<file path="src/rtl/regfile_pkg.sv">
// Shared types and helpers for the multi-port register file with hardware clear.
package regfile_pkg;

   typedef enum logic {
      IDLE  = 1'b0,
      CLEAR = 1'b1
   } state_t;

   // Widest word the byte-merge helper handles; callers zero-extend into it.
   localparam int MAX_DATA_W = 256;
   localparam int MAX_BE_W   = MAX_DATA_W / 8;

   // Replace each byte of old_word whose enable is set with the matching byte of new_word.
   function automatic logic [MAX_DATA_W-1:0] byte_merge(
      input logic [MAX_DATA_W-1:0] old_word,
      input logic [MAX_DATA_W-1:0] new_word,
      input logic [MAX_BE_W-1:0]   be
   );
      logic [MAX_DATA_W-1:0] result;
      result = old_word;
      for (int i = 0; i < MAX_BE_W; i++) begin
         if (be[i]) begin
            result[8*i +: 8] = new_word[8*i +: 8];
         end
      end
      return result;
   endfunction

endpackage

</file>
<file path="src/rtl/regfile_clr_seq.sv">
// Clear sequencer: walks every entry to zero after reset or on request, and
// decides whether a user write is accepted or dropped.
module regfile_clr_seq
   import regfile_pkg::*;
#(
   parameter int adder_width = 3
) (
   input  logic                   clk,
   input  logic                   rst,
   input  logic                   clr,
   input  logic                   we,
   output logic                   busy,
   output logic                   w_err,
   output logic                   clr_we,
   output logic [adder_width-1:0] clr_addr,
   output logic                   wr_accept
);

   state_t                 state;
   logic [adder_width-1:0] clr_ptr;

   // Sweep state, pointer, busy flag and the dropped-write pulse, all registered together.
   always_ff @(posedge clk) begin
      if (rst) begin
         state   <= CLEAR;
         clr_ptr <= '0;
         busy    <= 1'b1;
         w_err   <= 1'b0;
      end else begin
         w_err <= we && ((state == CLEAR) || clr);
         case (state)
            CLEAR: begin
               clr_ptr <= clr_ptr + adder_width'(1);
               if (clr_ptr == '1) begin
                  state <= IDLE;
                  busy  <= 1'b0;
               end
            end
            default: begin
               if (clr) begin
                  state   <= CLEAR;
                  clr_ptr <= '0;
                  busy    <= 1'b1;
               end
            end
         endcase
      end
   end

   assign clr_we    = (state == CLEAR) && !rst;
   assign clr_addr  = clr_ptr;
   assign wr_accept = (state == IDLE) && we && !clr && !rst;

endmodule

</file>
<file path="src/rtl/multiport_regfile_clr.sv">
// Register file with NUM_RD read ports, one byte-enabled write port, optional
// registered reads with write-first bypass, and a hardware clear sweep.
module multiport_regfile_clr
   import regfile_pkg::*;
#(
   parameter int data_width  = 16,
   parameter int adder_width = 3,
   parameter int NUM_RD      = 3,
   parameter int READ_REG    = 0
) (
   input  logic                          clk,
   input  logic                          rst,
   input  logic                          clr,
   output logic                          busy,
   input  logic                          we,
   input  logic [adder_width-1:0]        w_adder,
   input  logic [data_width-1:0]         w_data,
   input  logic [data_width/8-1:0]       w_be,
   output logic                          w_err,
   input  logic [NUM_RD*adder_width-1:0] r_adder,
   output logic [NUM_RD*data_width-1:0]  r_data
);

   localparam int DEPTH = 2 ** adder_width;

   if (data_width % 8 != 0) begin : g_bad_width
      $fatal(1, "data_width must be a multiple of 8");
   end
   if (data_width > MAX_DATA_W) begin : g_too_wide
      $fatal(1, "data_width exceeds the byte-merge helper width");
   end
   if (NUM_RD < 1 || NUM_RD > 8) begin : g_bad_ports
      $fatal(1, "NUM_RD must be in 1..8");
   end

   logic                   clr_we;
   logic [adder_width-1:0] clr_addr;
   logic                   wr_accept;
   logic [data_width-1:0]  wr_merged;
   logic [data_width-1:0]  mem [DEPTH];

   regfile_clr_seq #(
      .adder_width(adder_width)
   ) u_seq (
      .clk      (clk),
      .rst      (rst),
      .clr      (clr),
      .we       (we),
      .busy     (busy),
      .w_err    (w_err),
      .clr_we   (clr_we),
      .clr_addr (clr_addr),
      .wr_accept(wr_accept)
   );

   // New word for the write address: stored word with the enabled bytes replaced.
   always_comb begin
      wr_merged = data_width'(byte_merge(MAX_DATA_W'(mem[w_adder]),
                                         MAX_DATA_W'(w_data),
                                         MAX_BE_W'(w_be)));
   end

   // Storage update: the clear sweep has priority, user writes only when accepted.
   always_ff @(posedge clk) begin
      if (clr_we) begin
         mem[clr_addr] <= '0;
      end else if (wr_accept) begin
         mem[w_adder] <= wr_merged;
      end
   end

   for (genvar k = 0; k < NUM_RD; k++) begin : g_rd
      logic [adder_width-1:0] ra;
      assign ra = r_adder[k*adder_width +: adder_width];

      if (READ_REG == 0) begin : g_comb
         assign r_data[k*data_width +: data_width] = busy ? '0 : mem[ra];
      end else begin : g_reg
         logic [data_width-1:0] rd_q;

         // Registered read; a same-cycle accepted write to this address is forwarded.
         always_ff @(posedge clk) begin
            if (rst || busy) begin
               rd_q <= '0;
            end else if (wr_accept && (w_adder == ra)) begin
               rd_q <= wr_merged;
            end else begin
               rd_q <= mem[ra];
            end
         end

         assign r_data[k*data_width +: data_width] = rd_q;
      end
   end

endmodule

</file>
<file path="config.mk">
export PLATFORM = sky130hd
export DESIGN_NAME = multiport_regfile_clr
export DESIGN_NICKNAME = d
export VERILOG_FILES = /design/src/rtl/regfile_pkg.sv /design/src/rtl/regfile_clr_seq.sv /design/src/rtl/multiport_regfile_clr.sv
export SDC_FILE = /design/constraint.sdc
export NUM_CORES = 1
export LEC_CHECK = 0
export BUFFER_PORTS_ARGS = -buffer_cell sky130_fd_sc_hd__buf_2
export CAP_MARGIN = 30
export CORE_MARGIN = 2
export CORE_UTILIZATION = 40
export CTS_CLUSTER_DIAMETER = 40
export DETAILED_ROUTE_END_ITERATION = 8
export PLACE_DENSITY = 0.57
export SLEW_MARGIN = 20
export SYNTH_ARGS = -nofsm -noshare
export SYNTH_HDL_FRONTEND = slang
export SYNTH_SLANG_ARGS = --single-unit
</file>
<file path="constraint.sdc">
create_clock -name clk -period 5.2 [get_ports clk]
set_clock_uncertainty 0.1 [all_clocks]
set_input_delay 1.04 -clock clk [delete_from_list [all_inputs] [get_ports clk]]
set_output_delay 1.04 -clock clk [all_outputs]
set_load 0.02 [all_outputs]
</file>
# Word level (Yosys, flattened, before mapping)
# Memories as Yosys holds them, arrays and structs flattened.
# Index checks and enable logic that the tools add are counted.
# classes
addsub	1
mul	0
div_mod_pow	0
order_cmp	0
eq_ne	4
shifts	0
muxes	21
bitwise	1
n_reduce_logical	13
# ops
cell	n
$mux W16	4
$mux W8	2
$reduce_or A16 Y1	1
$mux W1	11
$mux W3	3
$reduce_and A2 Y1	3
$logic_and A1 B1 Y1	5
$add A3 B1 Y3 const B	1
$eq A3 B3 Y1 const B	1
$logic_not A1 Y1	2
$mux W2	1
$ne A1 B1 Y1 const B	2
$ne A2 B2 Y1 const B	1
$reduce_bool A2 Y1	1
$logic_or A1 B1 Y1	1
$not A1 Y1	1
# totals
register_bits	6
latchBits	0
mem_bits_rw	128
mem_bits_ro	0
out_inout_bits	50
elab_cells	45
mem_count	1
# memory_table
name	words	word_bits	rd	rd_clocked_by_memory_dff	wr	line	source
mem	8	16	3	0	1	multiport_regfile_clr.sv:40	logic [data_width-1:0] mem [DEPTH];

# Depth between registers and ports, before layout
# depth
word_depth	10
ltp_mapped	6
mapped_depth_nobuf	5

# By module
# Synthesis repeated with hierarchy kept, for this count alone.
# unflattened
hier_cells	436
area_unflattened_um2	7752.4
# modules_own_cells
mod	instances	cells_per_inst	area_per_inst_um2	seq_area_each_um2
multiport_regfile_clr	1	408	7472.2	3843.7
regfile_clr_seq	1	28	280.3	120.1

# Least setup slack after synthesis
# Ideal clock, no wire load.
# synth_timing
kind	input port to output port
from	in r_adder[6]
to	out r_data[40]
arrival_ps	2544
required_time_ps	4060
slack_ps	1516
stages	6
path_cell_list	buf_2 > buf_2 > buf_2 > mux2_2 > o22ai_1 > nor3_1
# synth_via
elab_chain_cells	2
# synth_lines
element	line	source
start, declared	multiport_regfile_clr.sv:20	input logic [NUM_RD*adder_width-1:0] r_adder,
$mem_v2 Z8 W16	n/a	
$mux W16	multiport_regfile_clr.sv:77	assign r_data[k*data_width +: data_width] = busy ? '0 : mem[ra];
end, declared	multiport_regfile_clr.sv:21	output logic [NUM_RD*data_width-1:0] r_data
# Every way passes these cells.

# Worst setup path after layout
# layout_timing
from	in r_adder[8]
to	out r_data[43]
# Same word-level chain as after synthesis.

==> metrics.md <==
| Metric | Value |
|---|---|
| Overall Power | 2.56 mW |
| Worst-skew pair later-pin latency | 0.42 ns |
| CP Launch Type | input port |
| Largest net degree at the start of global routing | 41 |
| Req. time, crit path | 4.06 ns |
| Reg clk slew, reported paths | 0.05 ns |
| Placed Cells | 859 |
| Detail Placement HPWL | around 15000 um |
| CTS Hold Bufs | 0 |
| Total routed wirelength | roughly 23000 um |
| # rows | 50 |
| Final GP Congestion | 0.806 |
| CP startpoint | r_adder[8] |
| Share of the synthesized area in the top cell type | 50.6% |
| Seq/Total Area, Yosys | a little over half |
| Area of the die | 20100 sq um |
| Layout cells sized above 1 | 37.7% |
| WP data arrival | 2.99 ns |
| Crit Path Max Fanout | 18 |
| Pwr dens | 287 nW/um^2 |
| Initial antenna violation count | 0 |
| Syn_area_per_cell | roughly 13 sq um |
| Nets@finish | 681 |
| Crit path cell chain | buf_2, nand2b_1, buf_4, a211oi_1, nor3_1, buf_2 |
| Outcome | finished clean |
| VDD IR-drop max | about 0.22 mV |
| Global-route wire length before repair | 34700 um |
| Crit Reg-Reg Startpoint | u_seq.state |
| Die Wd | ~140 um |
| Ys Warns | 0 |
| Worst slew pin tran | ~0.94 ns |
| Routed len/inst | 25.6 um |
| Slew Limit Headroom | 37.2% |
| Synth cell types | 34 |
| Starting Density | around 40% |
| Area grow syn2layout | 17.4% |
| Antenna-violating nets left | 0 |
| Setup violators final | 0 |
| Leakage | 3.33 nW |
| Vias per cell | 6.33 |
| Total of max-cap violations | 0 |
| Max Fclk | 0.242 GHz |
| Final std cells w/o fill | 892 |
| Final slew viol count | 0 |
| GRT Resource Usage Total | 23.6% |
| DR pass1 iterations | 5 |
| Buffers on Ports | 83 |
| Hold slack | between 0.5 and 0.6 ns |
| Slowest CP cell | nand2b_1 |
| Clock Sink Count | 134 |
| Num CTS Buffers | 17 |
| Mapped Nets | roughly 600 |
| Synth top area cells | edfxtp_1 51%, mux4_2 14%, mux2_2 7.1% |
| H-Tree Depth | 4 |
| Final worst slack | 1.07 ns |
| Die height | between 100 and 150 um |
| RSZ-0062 raised after global routing | no |
| CTS Buffer Depth | 2 |
| Dpl ws | 1.13 ns |
| Root cell of the clock tree | clkbuf_16 |
| Post-synth top area cell | edfxtp_1 |
| Largest stage delay, worst path | 0.70 ns |
| Min-delay src | u_seq.clr_addr[0] |
| Core region area | between 15000 and 20000 sq um |
| Endpoint class of the critical path | output pin |
| DR iter-0 viols | approximately 480 |
| Post-cts sizing count | 0 |
| Crit path top cell by count | buf_2 |
| Number of global-route vias before repair | 5902 |
| I/O pin cnt | 84 |
| Fin crit share | 79.5% |
| Final min period | 4.13 ns |
| GRT overflow | 0 |
| Mapped Area | approximately 7600 sq um |
| Diode count | 0 |
| Residual DRC count | 0 |
| Register bit total from synthesis | approximately 130 |
| Type of the most critical hold path | register to register |
| Setup TNS | 0 ns |
| Routed vias | 5644 |
| Setup bufs post-CTS | 0 |
| TritonCTS clock tree | built |
| Syn Inst Count | 566 |
| Final hold violation count | 0 |
| Crit Path Category | input port to output pin |
-- state kept, by name, summed over array words and instances (netlist names) --
register and cells:
u_seq.clr_addr 3, u_seq.w_err 1, u_seq.state 1, mem 128
u_seq.busy 1
-- where the power goes --
group / leakage, nW / switching, mW / total, mW / internal (mW)
Sequential: 1.42 / 0.0154 / 1.21 / 1.19
Clock: 0.253 / 0.444 / 1.09 / 0.649
Combinational: 1.65 / 0.150 / 0.258 / 0.109
-- critical path: cells and delay by family --
| family | cells | cell delay, ns |
|---|---|---|
| simple gates | 2 | 0.89 |
| compound gates | 1 | 0.06 |
| buf+inv | 3 | 0.98 |
-- path summary, 6_finish.rpt --
kind,endpoint,slack (ns),cells past startpoint
worst max register to register,mem[6][0],2.54,3
worst min register to register,u_seq.clr_addr[0],0.54,2
worst max-delay path,r_data[43],1.07,6
worst min-delay path,u_seq.clr_addr[0],0.54,2
-- synthesized netlist by cell type --
cell,count
mux2_2,48
or4b_4,1
nor4b_1,1
a211oi_1,48
nor2_1,8
and3b_1,2
and3_1,17
nand4_1,3
nor3b_1,3
edfxtp_1,128
ha_1,2
nand2_1,6
or2_2,1
o21bai_2,1
a21oi_1,18
or4_4,2
inv_1,3
o21ai_0,2
nor3_1,48
nand3_1,1
buf_1,3
o21bai_1,1
nor2b_1,50
o2111ai_1,6
mux4_2,48
clkbuf_1,35
buf_6,2
dfxtp_1,6
mux2i_1,1
o211ai_1,2
nand2b_1,5
buf_2,14
o22ai_1,48
nand4b_1,2
-- metrics by stage --
| step | util, % | cell area [sq um] |
|---|---|---|
| 2_1_floorplan | - | 7590 |
| 5_1_grt | 47.8 | 8910 |
| 4_1_cts | 47.7 | 8890 |
| 3_5_place_dp | 44.8 | 8350 |
| 3_3_place_gp | 44.4 | 8270 |
| 6_report | 47.8 | 8910 |
-- cells in the final DEF, fill, tap and decap left out, types with 2 or more instances in the layout --
cell type / count
a211oi_1: 48
a21oi_1: 16
a21oi_2: 2
and3_1: 17
and3b_1: 2
buf_12: 4
buf_2: 83
buf_4: 27
clkbuf_16: 17
clkinv_1: 2
clkinv_2: 4
clkinv_4: 2
clkinvlp_4: 5
dfxtp_1: 5
edfxtp_1: 128
ha_1: 2
inv_1: 3
mux2_2: 48
mux4_2: 48
nand2_1: 6
nand2b_1: 5
nand4_1: 3
nand4b_1: 2
nor2_1: 8
nor2b_1: 50
nor3_1: 48
nor3b_1: 3
o2111ai_1: 6
o211ai_1: 2
o21ai_0: 2
o22ai_1: 48
or4_4: 2
-- cells by family (layout without fill, tap and decap cells) --
logic type	count (synthesis)	in the layout	synth area share, %
multiplexers	97	97	21.5
adder cells (fa/ha/maj)	2	2	0.330
flip-flops	134	134	52.2
AO/OA/AOI/OAI	126	126	11.2
buffers and inverters	57	149	3.25
AND/OR/NAND/NOR	150	150	11.5
-- layer usage --
| metal | GRT usage [%] | share of wire [%] | vias up |
|---|---|---|---|
| met5 | 0 | 0 | - |
| met4 | 11.1 | 3.3 | 0 |
| met3 | 4.22 | 6.0 | 58 |
| met2 | 40.0 | 51 | 245 |
| met1 | 29.4 | 40 | 2856 |
| li1 | - | - | 2485 |
-- layout make-up --
cell class | count | area, sq um
Clock inverter | 14 | 113
Tap cell | 234 | 293
Timing Repair Buffer | 114 | 698
Fill cell | 1648 | 9730
Clock buffer | 18 | 429
Multi-Input combinational cell | 375 | 3400
Inverter | 3 | 11.3
Sequential cell | 134 | 3970
Note: power is estimated with default switching activity, not from simulation.
